==> src/rtl/ecc_scrub_store_pkg.sv <==
// Shared SECDED(13,8) constants, decode status and scrub FSM states.
// Provides secded_syndrome() for the storage stage decoder.
package ecc_pkg;

  localparam int N       = 13;
  localparam int K       = 8;
  localparam int EXT_POS = 12;

  localparam int DATA_POS [K] = '{2, 4, 5, 6, 8, 9, 10, 11};
  localparam int PAR_POS  [4] = '{0, 1, 3, 7};

  typedef enum logic [1:0] {
    CLEAN,
    CORRECTED,
    UNCORRECTABLE
  } dec_stat_e;

  typedef enum logic [2:0] {
    S_IDLE,
    S_WAIT,
    S_READ,
    S_CHECK,
    S_WB,
    S_NEXT
  } scrub_st_e;

  // Syndrome is the 1-based position of a single flipped bit in [11:0].
  function automatic logic [3:0] secded_syndrome(
    input logic [N-1:0] cw
  );
    logic [3:0] s;
    s = '0;
    for (int i = 0; i < EXT_POS; i++) begin
      for (int j = 0; j < 4; j++) begin
        if ((((i + 1) >> j) % 2) == 1) begin
          s[j] = s[j] ^ cw[i];
        end
      end
    end
    return s;
  endfunction

endpackage

==> src/rtl/ecc_scrub_store_if.sv <==
// Host-side bus of the codeword store: write, read, scrub control, stats.
// master = host/bench side, slave = ecc_scrub_store.
interface ecc_scrub_store_if #(
  parameter int ADDR_W = 4,
  parameter int CNT_W  = 16
);

  logic              wr_en;
  logic [ADDR_W-1:0] wr_addr;
  logic [39:0]       wr_codeword;
  logic              rd_en;
  logic [ADDR_W-1:0] rd_addr;
  logic              rd_valid;
  logic [7:0]        rd_data;
  logic              rd_error_corrected;
  logic              rd_error_detected;
  logic              scrub_en;
  logic [15:0]       scrub_interval;
  logic              scrub_busy;
  logic              clr_counts;
  logic [CNT_W-1:0]  corr_count;
  logic [CNT_W-1:0]  uncorr_count;
  logic              uncorr_flag;
  logic [ADDR_W-1:0] uncorr_addr;

  modport master (
    output wr_en, wr_addr, wr_codeword,
    output rd_en, rd_addr,
    output scrub_en, scrub_interval, clr_counts,
    input  rd_valid, rd_data,
    input  rd_error_corrected, rd_error_detected,
    input  scrub_busy, corr_count, uncorr_count,
    input  uncorr_flag, uncorr_addr
  );

  modport slave (
    input  wr_en, wr_addr, wr_codeword,
    input  rd_en, rd_addr,
    input  scrub_en, scrub_interval, clr_counts,
    output rd_valid, rd_data,
    output rd_error_corrected, rd_error_detected,
    output scrub_busy, corr_count, uncorr_count,
    output uncorr_flag, uncorr_addr
  );

endinterface

==> src/rtl/ecc_scrub_store_decode.sv <==
// Combinational SECDED(13,8) decoder: cw -> data, corrected cw, status.
// Ports: cw in, data/cw_fix/stat out.
module secded13_decode
  import ecc_pkg::*;
(
  input  logic [N-1:0] cw,
  output logic [K-1:0] data,
  output logic [N-1:0] cw_fix,
  output dec_stat_e    stat
);

  logic [3:0]   syn;
  logic         pe;
  logic [N-1:0] flip;

  always_comb begin
    syn  = secded_syndrome(cw);
    pe   = cw[EXT_POS] ^ (^cw[EXT_POS-1:0]);
    flip = '0;
    stat = CLEAN;
    unique case (1'b1)
      (syn == 4'd0) && !pe: stat = CLEAN;
      (syn == 4'd0) && pe: begin
        flip[EXT_POS] = 1'b1;
        stat          = CORRECTED;
      end
      (syn != 4'd0) && pe && (syn <= 4'd12): begin
        flip[syn - 4'd1] = 1'b1;
        stat             = CORRECTED;
      end
      default: stat = UNCORRECTABLE;
    endcase
    // flip stays zero when uncorrectable: data goes out raw
    cw_fix = cw ^ flip;
    for (int i = 0; i < K; i++) begin
      data[i] = cw_fix[DATA_POS[i]];
    end
  end

endmodule

==> src/rtl/ecc_scrub_store.sv <==
// SECDED codeword store with corrected host reads and background scrub.
// Ports: clk, rst (sync, active high), bus (ecc_scrub_store_if.slave).
module ecc_scrub_store
  import ecc_pkg::*;
#(
  parameter int DEPTH  = 16,
  parameter int ADDR_W = $clog2(DEPTH),
  parameter int CNT_W  = 16
) (
  input logic              clk,
  input logic              rst,
  ecc_scrub_store_if.slave bus
);

  logic [N-1:0]      mem [DEPTH];
  logic [N-1:0]      mem_q;
  logic              rd_go, wr_go;
  logic [ADDR_W-1:0] rd_a, wr_a;
  logic [N-1:0]      wr_d;

  scrub_st_e         state_q, state_d;
  logic [15:0]       wait_q, wait_d;
  logic [ADDR_W-1:0] ptr_q;
  logic              chk_ph_q, abort_q;
  logic              scrub_rd, scrub_wr, hit;
  dec_stat_e         sc_stat;
  logic [N-1:0]      sc_cw;

  logic              h1;
  logic [ADDR_W-1:0] h1_addr;
  logic [K-1:0]      dec_data;
  logic [N-1:0]      dec_cw;
  dec_stat_e         dec_stat;
  logic              h_corr, h_unc, s_corr, s_unc;
  logic              unused_cw_hi;

  assign unused_cw_hi = ^bus.wr_codeword[39:N];

  // Host owns both ports whenever it asks; scrub uses leftovers.
  assign rd_go = bus.rd_en | scrub_rd;
  assign rd_a  = bus.rd_en ? bus.rd_addr : ptr_q;
  assign wr_go = bus.wr_en | scrub_wr;
  assign wr_a  = bus.wr_en ? bus.wr_addr : ptr_q;
  assign wr_d  = bus.wr_en ? bus.wr_codeword[N-1:0] : sc_cw;

  always_ff @(posedge clk) begin
    if (wr_go) mem[wr_a] <= wr_d;
    if (rd_go) mem_q <= mem[rd_a];
  end

  secded13_decode u_dec (
    .cw     (mem_q),
    .data   (dec_data),
    .cw_fix (dec_cw),
    .stat   (dec_stat)
  );

  assign h_corr = h1 && (dec_stat == CORRECTED);
  assign h_unc  = h1 && (dec_stat == UNCORRECTABLE);
  assign s_corr = (state_q == S_CHECK) && chk_ph_q
                  && (sc_stat == CORRECTED);
  assign s_unc  = (state_q == S_CHECK) && chk_ph_q
                  && (sc_stat == UNCORRECTABLE);

  always_ff @(posedge clk) begin
    if (rst) begin
      h1                     <= 1'b0;
      h1_addr                <= '0;
      bus.rd_valid           <= 1'b0;
      bus.rd_data            <= '0;
      bus.rd_error_corrected <= 1'b0;
      bus.rd_error_detected  <= 1'b0;
    end else begin
      h1                     <= bus.rd_en;
      h1_addr                <= bus.rd_addr;
      bus.rd_valid           <= h1;
      bus.rd_error_corrected <= h_corr;
      bus.rd_error_detected  <= h_unc;
      if (h1) bus.rd_data <= dec_data;
    end
  end

  function automatic logic [CNT_W-1:0] sat_add(
    input logic [CNT_W-1:0] a,
    input logic [1:0]       inc
  );
    logic [CNT_W:0] s;
    s = {1'b0, a} + {{(CNT_W-1){1'b0}}, inc};
    return s[CNT_W] ? '1 : s[CNT_W-1:0];
  endfunction

  // Clear is applied before same-cycle events are added.
  always_ff @(posedge clk) begin
    if (rst) begin
      bus.corr_count   <= '0;
      bus.uncorr_count <= '0;
      bus.uncorr_flag  <= 1'b0;
      bus.uncorr_addr  <= '0;
    end else begin
      bus.corr_count <= sat_add(
        bus.clr_counts ? '0 : bus.corr_count,
        {1'b0, h_corr} + {1'b0, s_corr});
      bus.uncorr_count <= sat_add(
        bus.clr_counts ? '0 : bus.uncorr_count,
        {1'b0, h_unc} + {1'b0, s_unc});
      bus.uncorr_flag <= (bus.uncorr_flag & ~bus.clr_counts)
                         | h_unc | s_unc;
      if (s_unc)      bus.uncorr_addr <= ptr_q;
      else if (h_unc) bus.uncorr_addr <= h1_addr;
    end
  end

  assign bus.scrub_busy = (state_q != S_IDLE) && (state_q != S_WAIT);

  // A host write to the scrubbed word after its read makes sc_cw stale.
  assign hit = bus.wr_en && (bus.wr_addr == ptr_q)
               && (scrub_rd || state_q == S_CHECK || state_q == S_WB);

  always_comb begin
    state_d  = state_q;
    wait_d   = wait_q;
    scrub_rd = 1'b0;
    scrub_wr = 1'b0;
    unique case (state_q)
      S_IDLE: if (bus.scrub_en) begin
        state_d = S_WAIT;
        wait_d  = bus.scrub_interval;
      end
      S_WAIT: begin
        if (!bus.scrub_en)       state_d = S_IDLE;
        else if (wait_q == '0)   state_d = S_READ;
        else                     wait_d  = wait_q - 16'd1;
      end
      S_READ: if (!bus.rd_en) begin
        scrub_rd = 1'b1;
        state_d  = S_CHECK;
      end
      S_CHECK: if (chk_ph_q) begin
        state_d = (sc_stat == CORRECTED) ? S_WB : S_NEXT;
      end
      S_WB: begin
        if (abort_q) begin
          state_d = S_NEXT;
        end else if (!bus.wr_en) begin
          scrub_wr = 1'b1;
          state_d  = S_NEXT;
        end
      end
      S_NEXT: begin
        state_d = bus.scrub_en ? S_WAIT : S_IDLE;
        wait_d  = bus.scrub_interval;
      end
      default: state_d = S_IDLE;
    endcase
  end

  always_ff @(posedge clk) begin
    if (rst) begin
      state_q  <= S_IDLE;
      wait_q   <= '0;
      ptr_q    <= '0;
      chk_ph_q <= 1'b0;
      abort_q  <= 1'b0;
    end else begin
      state_q  <= state_d;
      wait_q   <= wait_d;
      chk_ph_q <= (state_q == S_CHECK) && !chk_ph_q;
      if (state_q == S_NEXT) ptr_q <= ptr_q + 1'b1;
      if (state_q == S_NEXT) abort_q <= 1'b0;
      else if (hit)          abort_q <= 1'b1;
    end
  end

  // First CHECK cycle: mem_q holds the scrub word; latch its decode.
  always_ff @(posedge clk) begin
    if (state_q == S_CHECK && !chk_ph_q) begin
      sc_stat <= dec_stat;
      sc_cw   <= dec_cw;
    end
  end

endmodule
==> src/flat_wrapper.sv <==
// flat-port wrapper written by rule: the top's interface ports become plain ports
module ecc_scrub_store_flat import ecc_pkg::*;
#(
  parameter int DEPTH  = 16,
  parameter int ADDR_W = $clog2(DEPTH),
  parameter int CNT_W  = 16
)
  (clk, rst, bus_wr_en, bus_wr_addr, bus_wr_codeword, bus_rd_en, bus_rd_addr, bus_scrub_en, bus_scrub_interval, bus_clr_counts, bus_rd_valid, bus_rd_data, bus_rd_error_corrected, bus_rd_error_detected, bus_scrub_busy, bus_corr_count, bus_uncorr_count, bus_uncorr_flag, bus_uncorr_addr);
  ecc_scrub_store_if #(.ADDR_W(ADDR_W), .CNT_W(CNT_W)) bus_i ();
  input logic clk;
  input logic rst;
  input wire logic [$bits(bus_i.wr_en)-1:0] bus_wr_en;
  input wire logic [$bits(bus_i.wr_addr)-1:0] bus_wr_addr;
  input wire logic [$bits(bus_i.wr_codeword)-1:0] bus_wr_codeword;
  input wire logic [$bits(bus_i.rd_en)-1:0] bus_rd_en;
  input wire logic [$bits(bus_i.rd_addr)-1:0] bus_rd_addr;
  input wire logic [$bits(bus_i.scrub_en)-1:0] bus_scrub_en;
  input wire logic [$bits(bus_i.scrub_interval)-1:0] bus_scrub_interval;
  input wire logic [$bits(bus_i.clr_counts)-1:0] bus_clr_counts;
  output wire logic [$bits(bus_i.rd_valid)-1:0] bus_rd_valid;
  output wire logic [$bits(bus_i.rd_data)-1:0] bus_rd_data;
  output wire logic [$bits(bus_i.rd_error_corrected)-1:0] bus_rd_error_corrected;
  output wire logic [$bits(bus_i.rd_error_detected)-1:0] bus_rd_error_detected;
  output wire logic [$bits(bus_i.scrub_busy)-1:0] bus_scrub_busy;
  output wire logic [$bits(bus_i.corr_count)-1:0] bus_corr_count;
  output wire logic [$bits(bus_i.uncorr_count)-1:0] bus_uncorr_count;
  output wire logic [$bits(bus_i.uncorr_flag)-1:0] bus_uncorr_flag;
  output wire logic [$bits(bus_i.uncorr_addr)-1:0] bus_uncorr_addr;
  assign bus_i.wr_en = bus_wr_en;
  assign bus_i.wr_addr = bus_wr_addr;
  assign bus_i.wr_codeword = bus_wr_codeword;
  assign bus_i.rd_en = bus_rd_en;
  assign bus_i.rd_addr = bus_rd_addr;
  assign bus_i.scrub_en = bus_scrub_en;
  assign bus_i.scrub_interval = bus_scrub_interval;
  assign bus_i.clr_counts = bus_clr_counts;
  assign bus_rd_valid = bus_i.rd_valid;
  assign bus_rd_data = bus_i.rd_data;
  assign bus_rd_error_corrected = bus_i.rd_error_corrected;
  assign bus_rd_error_detected = bus_i.rd_error_detected;
  assign bus_scrub_busy = bus_i.scrub_busy;
  assign bus_corr_count = bus_i.corr_count;
  assign bus_uncorr_count = bus_i.uncorr_count;
  assign bus_uncorr_flag = bus_i.uncorr_flag;
  assign bus_uncorr_addr = bus_i.uncorr_addr;
  ecc_scrub_store #(.DEPTH(DEPTH), .ADDR_W(ADDR_W), .CNT_W(CNT_W)) u_core (.clk(clk), .rst(rst), .bus(bus_i));
endmodule
==> config.mk <==
export PLATFORM = sky130hd
export DESIGN_NAME = ecc_scrub_store_flat
export DESIGN_NICKNAME = d
export VERILOG_FILES = /design/src/rtl/ecc_scrub_store_pkg.sv /design/src/rtl/ecc_scrub_store_if.sv /design/src/rtl/ecc_scrub_store_decode.sv /design/src/rtl/ecc_scrub_store.sv /design/src/flat_wrapper.sv
export SDC_FILE = /design/constraint.sdc
export NUM_CORES = 1
export LEC_CHECK = 0
export ABC_AREA = 1
export BUFFER_PORTS_ARGS = -buffer_cell sky130_fd_sc_hd__buf_2
export CORE_UTILIZATION = 53
export CTS_CLUSTER_DIAMETER = 150
export DETAILED_ROUTE_END_ITERATION = 10
export GPL_ROUTABILITY_DRIVEN = 0
export HOLD_SLACK_MARGIN = 0.15
export MAX_ROUTING_LAYER = met4
export PLACE_DENSITY_LB_ADDON = 0.15
export SYNTH_ARGS = -nofsm -noshare
export SYNTH_HDL_FRONTEND = slang
export SYNTH_SLANG_ARGS = --single-unit
==> constraint.sdc <==
create_clock -name clk -period 3.45 [get_ports clk]
set_clock_uncertainty 0.15 [all_clocks]
set_input_delay 0.69 -clock clk [delete_from_list [all_inputs] [get_ports clk]]
set_output_delay 0.69 -clock clk [all_outputs]
set_load 0.05 [all_outputs]
Word level (Yosys, flattened, before mapping):

Memory sizes are Yosys's and may differ from the RTL's. A register that Yosys moved wholly into a read port is not among the register bits.
Cells that the tools add are included.

* bits in registers: 93
* bits in writable memories: 208
* input port bits: 70
* word-level logic and storage cells: 137
* memories kept: 1

* $add $sub $neg: 7
* $lt $le $gt $ge: 3
* equal/unequal tests: 18
* muxes and demuxes: 35
* bitwise operators: 26
* reductions and logical operators: 30

Memory list
* u_core.mem: depth 16, width 13, rd ports 1, clocked after Yosys merged registers in 1, wr ports 1, line ecc_scrub_store.sv:15 `logic [N-1:0] mem [DEPTH];`

Operators with widths (number)
* 16-bit 2-to-1 mux: 7
* 16-bit case mux with 3 select lines: 1
* 16-bit by 2-bit adder with 17-bit output: 2
* 3-bit 2-to-1 mux: 7
* 1-bit bitwise XOR: 19
* 3-bit case mux with 6 select lines: 1
* 16-bit zero test: 1
* 4-bit 2-to-1 mux: 4
* 16-bit by 1-bit subtractor with 16-bit output (second input constant): 1
* 1-bit logical AND: 14
* 13-bit 2-to-1 mux: 1
* 13-bit bitwise XOR: 1
* 12-bit 2-to-1 mux: 1
* 12-bit parity: 1
* 1-bit 2-to-1 mux: 10
* 2-bit != test (second input constant): 4
* 3-bit by 2-bit == test with 1-bit output (second input constant): 2
* 3-bit == test (second input constant): 2
* 3-bit by 2-bit != test with 1-bit output (second input constant): 2
* 3-bit nonzero test: 2
* 4-bit by 5-bit less-than comparator with 1-bit output (second input constant): 1
* 5-bit AND reduction: 1
* 1-bit by 1-bit adder with 2-bit output: 2
* 4-bit by 1-bit adder with 4-bit output (second input constant): 1
* 23 further kinds: 31

Depth between registers and ports, before layout:

Gate-level depths: netlist (run 1).

* depth in word-level cells: 15
* mapped depth: 25

By module:

A second synthesis (run 1) with hierarchy kept.

* cell total of the unflattened synthesis: 1607
* area, all modules: 14990.6 µm²

Modules (own cells, without submodules)
* ecc_scrub_store: times used 1, cells an instance 1398, area each 13908.3 µm², sequential area each 8648.3 µm²
* secded13_decode: times used 1, cells an instance 209, area each 1082.3 µm², sequential area each 0.0 µm²

Least setup slack after synthesis (run 1):

OpenSTA, ideal clock, no wires.

* path type: register to register
* start point: register u_core.mem_q[6] (read register of u_core.mem)
* end point: register u_core.bus.uncorr_count[10]
* arrival time: 3.056 ns
* data required time: 3.230 ns
* setup slack: 0.174 ns
* stages on the path, launching flop included: 24
* path buffers: 1
* period minus slack after synthesis: 3.276 ns
* path through: edfxtp_1 inv_2 nand2_1 nand2_1 nand2_1 nand2_1 nand2_1 nand2_2 inv_4 nor2_4 nand2_4 nand2_4 nand3_4 inv_1 fa_1 ha_1 nand2_1 nor2_1 nand3_1 nor3_2 nand4_1 nand3b_4 buf_2 a21oi_1

* cells in the longest elaborated chain, start to end: 13
* elaborated cells on any way between the ends: 25
* those cells by class: add/sub: 2; order compare: 1; eq/ne: 1; mux: 2; bitwise: 9; reduce/logical: 10

Ends and longest elaborated chain
* start, declared: line ecc_scrub_store.sv:16 `logic [N-1:0] mem_q;`
* branches (longest 7 deep; another with 4-bit less-or-equal comparator)
* 2-bit case mux with 2 select lines (*): line ecc_scrub_store_decode.sv:21 `unique case (1'b1)`
* 2-bit == test (*): line ecc_scrub_store.sv:59 `assign h_unc = h1 && (dec_stat == UNCORRECTABLE);`
* 1-bit logical AND (*): line ecc_scrub_store.sv:59
* net u_core.h_unc: line ecc_scrub_store.sv:34 `logic h_corr, h_unc, s_corr, s_unc;`
* 1-bit by 1-bit adder with 2-bit output (*): line ecc_scrub_store.sv:105 `{1'b0, h_unc} + {1'b0, s_unc});`
* 16-bit by 2-bit adder with 17-bit output (*): line ecc_scrub_store.sv:88 `s = {1'b0, a} + {{(CNT_W-1){1'b0}}, inc};`
* 16-bit 2-to-1 mux (*): line ecc_scrub_store.sv:89 `return s[CNT_W] ? '1 : s[CNT_W-1:0];`
* end signal, assigned: line ecc_scrub_store.sv:103 `bus.uncorr_count <= sat_add(`
* end, declared: line ecc_scrub_store_if.sv:42 `output scrub_busy, corr_count, uncorr_count,`

Mark *: on every way through the listed nets, which the timed path passes.
A chain may end at the register's enable or synchronous reset.

Final worst setup path (run 1):

* start point: register u_core.mem_q[2] (read register of u_core.mem)
* end point: register u_core.bus.uncorr_count[3]

* cells in the longest elaborated chain, start to end: 15
* elaborated cells on any way between the ends: 27
* those cells by class: add/sub: 2; order compare: 1; eq/ne: 1; mux: 2; bitwise: 11; reduce/logical: 10

Ends and longest elaborated chain (line)
* branches (longest 9 deep; another with 4-bit less-or-equal comparator)
* 2-bit case mux with 2 select lines (*): ecc_scrub_store_decode.sv:21
* 2-bit == test (*): ecc_scrub_store.sv:59
* 1-bit logical AND (*): ecc_scrub_store.sv:59
* net u_core.h_unc: ecc_scrub_store.sv:34
* 1-bit by 1-bit adder with 2-bit output (*): ecc_scrub_store.sv:105
* 16-bit by 2-bit adder with 17-bit output (*): ecc_scrub_store.sv:88
* 16-bit 2-to-1 mux (*): ecc_scrub_store.sv:89

Marked as above.

==> flow_summary.toml, run 1 <==
[placed_design]
numPortBuffers = 91
pre_cts_ws_ns = 0.00976
placed_cell_area_um2 = 15800
dp_hpwl_mm = 22.2

[clock_network]
cts_sinks = 314
root_buffer = "clkbuf_16"
clk_latency_ns = 0.53
cts_made_buffers = 36
clock_path_buffers = 3
path_clk_slew_ns = 0.06
cts_tree = "yes"
cts_htree_levels = 2

[setup_path]
worstPathMaxFanout = 8
cp-end-kind = "register"
startpoint_type = "register"
r2r.worst_path.cells = 22
r2r_start = "u_core.mem_q[2]$_DFFE_PP_"
path_cells = "buf_6 > nand2_1 > nand2_1 > nand2_1 > nand2_1 > nand2_1 > nand2_2 > nor2_4 > nor2_8 > nand2_8 > nand3_4 > inv_2 > fa_2 > ha_4 > nand2_4 > nor2_4 > nand3_4 > nor3_4 > nand4_1 > nand3b_4 > buf_12 > a31oi_1"
r2r_slack_ns = 0.08
cp_common_cell = "nand2_1"
required_ns = 3.74
crit_cells = 22
critPathSlowestCell = "edfxtp_1"
r2r_end = "u_core.bus.uncorr_count[3]$_SDFF_PP0_"
arrival_ns = 3.66
cp_top_family = "simple AND/OR/NAND/NOR gates"
crit_path_start = "u_core.mem_q[2]$_DFFE_PP_"
path_class = "reg2reg"
max_stage_delay_ns = 0.51
crit_buf_inv = 3

[floorplanning]
design.core.area_um2 = 27000
row_count = 60
die_h_um = 168
ios = 119
dieArea_um2 = 28200
die_x_um = 168
start_util_pct = 54.2

[min_path]
hold_path.class = "in2reg"
holdPathStages = 3
hold_start = "bus_rd_addr[1]"
hold_end = "u_core.h1_addr[1]$_SDFF_PP0_"

[finish]
post-route-cell-area_um2 = 17400
nets = 1803
syn_to_final_growth_pct = 19.0
layout_common_cells = "nand2_1, edfxtp_1, inv_1"
final_common_cell = "nand2_1"
drive_gt1_share_pct = 18.7

[route]
first_iter_violations = 896
viasPerCell = 5.35
firstDrtPassIters = 6
detail_route.wl_per_cell_um = 16.6
num_vias = 11200
ant_nets = 0
route.detailed.drc = 0
wirelength_mm = 34.7

[yosys]
synth_edf_count = 236
synth_area_leaders = "edfxtp_1, dfxtp_1, nand2_1, inv_1, nand3_1"
yosysSeqAreaShare_pct = 59.2
synth-main-ff-cell = "edfxtp_1"
synth_top_area_share_pct = 48.5
synth_cell_type_count = 49
syn_inst = 1573
synth_fp_nets = 1649
syn_avg_cell_area_um2 = 9.28
syn_area_um2 = 14600
synth_warnings = 0
async_flop_share_pct = 0
ys_ff_latch = 314
synth_top_area_cell = "edfxtp_1"

[timing]
finalWorstSetupSlack_ns = 0.0750
relSlewSlack_pct = 50.0
hold_viol = 0
grt_setup_unrepaired = "yes"
period_needed_ns = 3.37
setup_viol = 0
finalCritPeriodShare_pct = 97.8
max_freq_mhz = 296
worstMarginPinSlew_ns = 0.748
drv_slew = 0

[global_routing]
first_global_vias = 10300
grt-ovfl-total = 0
grt_usage_pct = 25.0
grt_max_degree = 57
grt_pass1_wl_mm = 53.6
antenna_found_initial = 2

[power]
worst_ir_drop_vdd_v = 0.000482
power_density_nw_per_um2 = 601
p_leak_nw = 7.25

[job]
drv_cap = 0

[run_status]
status = "completed"
-- where the power goes --
group | switching [mW] | leakage (nW) | internal (mW)
Combinational | 1.46 | 3.89 | 0.741
Clock | 1.51 | 0.571 | 2.25
Sequential | 0.138 | 2.79 | 4.32
-- how the worst max path moves through the flow --
| stage | slack [ns] | endpoint |
|---|---|---|
| after global placement | 0.03 | u_core.bus.uncorr_count[13]$_SDFF_PP0_ |
| after floorplan | 0.17 | u_core.bus.uncorr_count[10]$_SDFF_PP0_ |
| after CTS | -0.004 | u_core.bus.corr_count[9]$_SDFF_PP0_ |
| final | 0.08 | u_core.bus.uncorr_count[3]$_SDFF_PP0_ |
| after global routing | -0.14 | u_core.bus.uncorr_count[15]$_SDFF_PP0_ |
| after detailed placement | 0.01 | u_core.bus.uncorr_count[13]$_SDFF_PP0_ |
-- flip-flops by register name, summed over array words and instances, names as in the netlist, 2 cells and up --
register and cells:
u_core.bus.uncorr_count 16, u_core.mem 208, u_core.bus.uncorr_addr 4, u_core.mem_q 13
u_core.ptr_q 4, u_core.h1_addr 4, u_core.sc_stat 2, u_core.bus.corr_count 16
u_core.state_q 3, u_core.bus.rd_data 8, u_core.sc_cw 13, u_core.wait_q 16
-- synthesized netlist by cell type, types with 4 or more instances --
library cell  number
xor2_1            17
inv_1            233
xnor2_1            6
buf_2             13
nand3_1          115
or2_2              4
nor2_1           132
dfxtp_1           78
ha_1               4
o211ai_1          44
nor2_4             4
nor3_1            14
buf_1              6
nand2_2            7
edfxtp_1         236
clkbuf_1          41
o21ai_1            6
o221ai_1           7
o21ai_0          114
nand2_4            4
nor2_2             6
nand4_1           16
nand2_1          299
a21oi_1          107
inv_2             12
a31oi_1           11
-- through the flow --
stage | util (%) | total power [mW] | TNS, ns | cells | hold WS, ns
after floorplan | - | 6.00 | 0 | 1573 | 0.301
final | 64.4 | 10.4 | 0 | 2096 | 0.240
after CTS | 63.0 | 10.3 | -0.00399 | 2072 | 0.227
after global placement | 58.6 | 6.51 | 0 | 2008 | 0.319
after global routing | 64.4 | 10.9 | -2.24 | 2096 | 0.246
after detailed placement | 58.6 | 6.56 | 0 | 2008 | 0.322
-- cell type report --
class	instances	area [µm²]
fill	2140	9590
sequential	314	8650
multi-input combinational	948	4950
timing repair buffer	180	1230
clock buffer	44	941
inverter	247	932
tap	341	427
clock inverter	20	225
antenna	2	5.00
-- tightest hold or removal path, stage by stage --
cell	delay [ns]
buf_2	0.10
inv_1	0.04
nor2_1	0.03
-- routing by layer --
metal / wire length (µm) / global-route usage, %
met5: 0 / -
met4: 1000 / 8.97
met3: 1810 / 3.36
met2: 17100 / 41.5
met1: 14800 / 31.6
-- what timing repair did --
action	4_1_cts	5_1_grt
resized for setup	2	63
setup endpoints to repair	4	32
hold buffers	0	0
pin swaps	0	28
setup buffers	0	22
-- cells by family after synthesis --
kind of cell / Yosys count / synth area share, %
DFF: 314 / 59.2
AOI/OAI and AO/OA: 302 / 11.6
and+or+nand+nor: 616 / 18.7
adders and majority gates: 6 / 0.617
buffers and inverters: 311 / 8.31
xor gates and xnor gates: 24 / 1.49
No activity file was read; power rests on OpenSTA's default activity.
==> inputs of run 2 (changes only) <==
--- a/config.mk
+++ b/config.mk
@@ -7,6 +7,7 @@
 export LEC_CHECK = 0
 export ABC_AREA = 1
 export BUFFER_PORTS_ARGS = -buffer_cell sky130_fd_sc_hd__buf_2
+export CORE_ASPECT_RATIO = 1.25
 export CORE_UTILIZATION = 53
 export CTS_CLUSTER_DIAMETER = 150
 export DETAILED_ROUTE_END_ITERATION = 10
==> run 2 against run 1 <==
  * Wire length decreased by 3.7%
  * Clock power decreased by 9.0%
  * Final area decreased by 1.7%
  * Via count decreased by 1.2%
==> flow_summary.toml, run 2 (synthesis results as in run 1) <==
[setup_path]
required_ns = 3.78
worstPathMaxFanout = 8
critPathSlowestCell = "edfxtp_1"
cp-end-kind = "register"
path_class = "reg2reg"
max_stage_delay_ns = 0.53
startpoint_type = "register"
arrival_ns = 3.70
path_cells = "buf_4 > xnor2_2 > nand3_1 > nand2_2 > nand2_1 > inv_2 > nor2_8 > nand2_4 > nand3_4 > inv_2 > fa_2 > ha_4 > nand2_4 > nor2_4 > nand3_2 > nor3_4 > nand4_1 > nand3b_4 > buf_12 > a31oi_1"

[route]
firstDrtPassIters = 5
route.detailed.drc = 0
wirelength_mm = 33.4
detail_route.wl_per_cell_um = 16.0
first_iter_violations = 772
viasPerCell = 5.32
ant_nets = 0
num_vias = 11100

[clock_network]
cts_tree = "yes"
cts_sinks = 314
cts_made_buffers = 31
holdBufCountCts = 0
path_clk_slew_ns = 0.06
cts_htree_levels = 1
root_buffer = "clkbuf_16"
clock_path_buffers = 3
clk_latency_ns = 0.56

[finish]
largest_reg_flops = 208
fillers = 2222
largest-register = "u_core.mem"
multi_input_area_um2 = 4910
antenna_cells = 0
drive_gt1_share_pct = 17.7
syn_to_final_growth_pct = 16.9
final_common_cell = "nand2_1"
layout_common_cells = "nand2_1, edfxtp_1, inv_1"
final_core_util_pct = 63.4
nets = 1790
final-seq-area_um2 = 8650

[min_path]
hold_path.class = "in2reg"

[floorplanning]
start_util_pct = 54.2
dieArea_um2 = 28200
die_h_um = 188
die_x_um = 150
design.core.area_um2 = 26900
ios = 119
row_count = 67

[timing]
worstMarginPinSlew_ns = 0.764
grt_setup_unrepaired = "yes"
finalWorstSetupSlack_ns = 0.0796
hold_viol = 0
relSlewSlack_pct = 48.5
setup_viol = 0
fin_hold_ws_ns = 0.215
finalCritPeriodShare_pct = 97.7
max_freq_mhz = 297
drv_slew = 0
period_needed_ns = 3.37

[global_routing]
grt_max_degree = 176
grt_usage_pct = 24.8
first_global_vias = 10500
grt-ovfl-total = 0
grt_pass1_wl_mm = 53.1
antenna_found_initial = 0

[placed_design]
numPortBuffers = 91
pre_cts_ws_ns = -0.118
dp_hpwl_mm = 22.2

[power]
total_power_mw = 10.0
p_leak_nw = 7.15
worst_ir_drop_vdd_v = 0.000400
power_density_nw_per_um2 = 586

[job]
drv_cap = 0

[run_status]
status = "completed"
## run 2: power by group
group	internal [mW]	total [mW]	switching, mW
Combinational	0.706	2.12	1.42
Clock	2.04	3.42	1.38
Sequential	4.32	4.46	0.135
## run 2: stage by stage
step | TNS [ns] | std cells | instance area, µm²
2_1_floorplan | 0 | 1573 | 14600
3_3_place_gp | -0.00200 | 2009 | 15700
3_5_place_dp | -0.674 | 2009 | 15700
4_1_cts | 0 | 2072 | 16800
5_1_grt | -2.70 | 2084 | 17100
6_report | 0 | 2084 | 17100
## run 2: repair_timing
| item | CTS | global route |
|---|---|---|
| pin swaps | 4 | 24 |
| endpoints found under the setup margin | 20 | 32 |
| gates resized for setup | 9 | 40 |
| hold endpoints to repair | 0 | 0 |
| setup buffers | 5 | 12 |
| gates cloned | 0 | 0 |
## run 2: cell type report
class | count | share of cell area [%]
multi-input cells | 948 | 28.8
flip-flops and latches | 314 | 50.7
repair buffers | 172 | 6.45
well taps | 345 | 2.53
inverters | 247 | 5.46
clock buffers | 49 | 5.37
clock inverters | 9 | 0.726
## run 2: worst max-delay path: cells and delay by family, from the launching register on
kind                       cells  cell delay [ns]
and+or+nand+nor               12             1.38
buffers and inverters          4             0.54
DFF                            1             0.53
adders and majority gates      2             0.40
xor gates and xnor gates       1             0.16
AOI/OAI and AO/OA              1             0.12
## run 2: layer usage
| metal | vias to the layer above | part of all wire (%) | GRT usage [%] |
|---|---|---|---|
| li1 | 5542 | - | - |
| met1 | 5197 | 43 | 30.8 |
| met2 | 269 | 50 | 42.2 |
| met3 | 72 | 4.5 | 2.87 |
| met4 | 0 | 2.6 | 7.58 |
| met5 | - | 0 | - |
## run 2: path summary, 6_finish.rpt
check / depth (start not counted) / end / startpoint / slack [ns]
max: 20 / u_core.bus.uncorr_count[3]$_SDFF_PP0_ / u_core.mem_q[6]$_DFFE_PP_ / 0.08
min: 3 / u_core.h1_addr[1]$_SDFF_PP0_ / bus_rd_addr[1] / 0.21
max reg2reg: 20 / u_core.bus.uncorr_count[3]$_SDFF_PP0_ / u_core.mem_q[6]$_DFFE_PP_ / 0.08
min reg2reg: 2 / u_core.bus.uncorr_addr[3]$_SDFFE_PP0P_ / u_core.bus.uncorr_addr[3]$_SDFFE_PP0P_ / 0.34
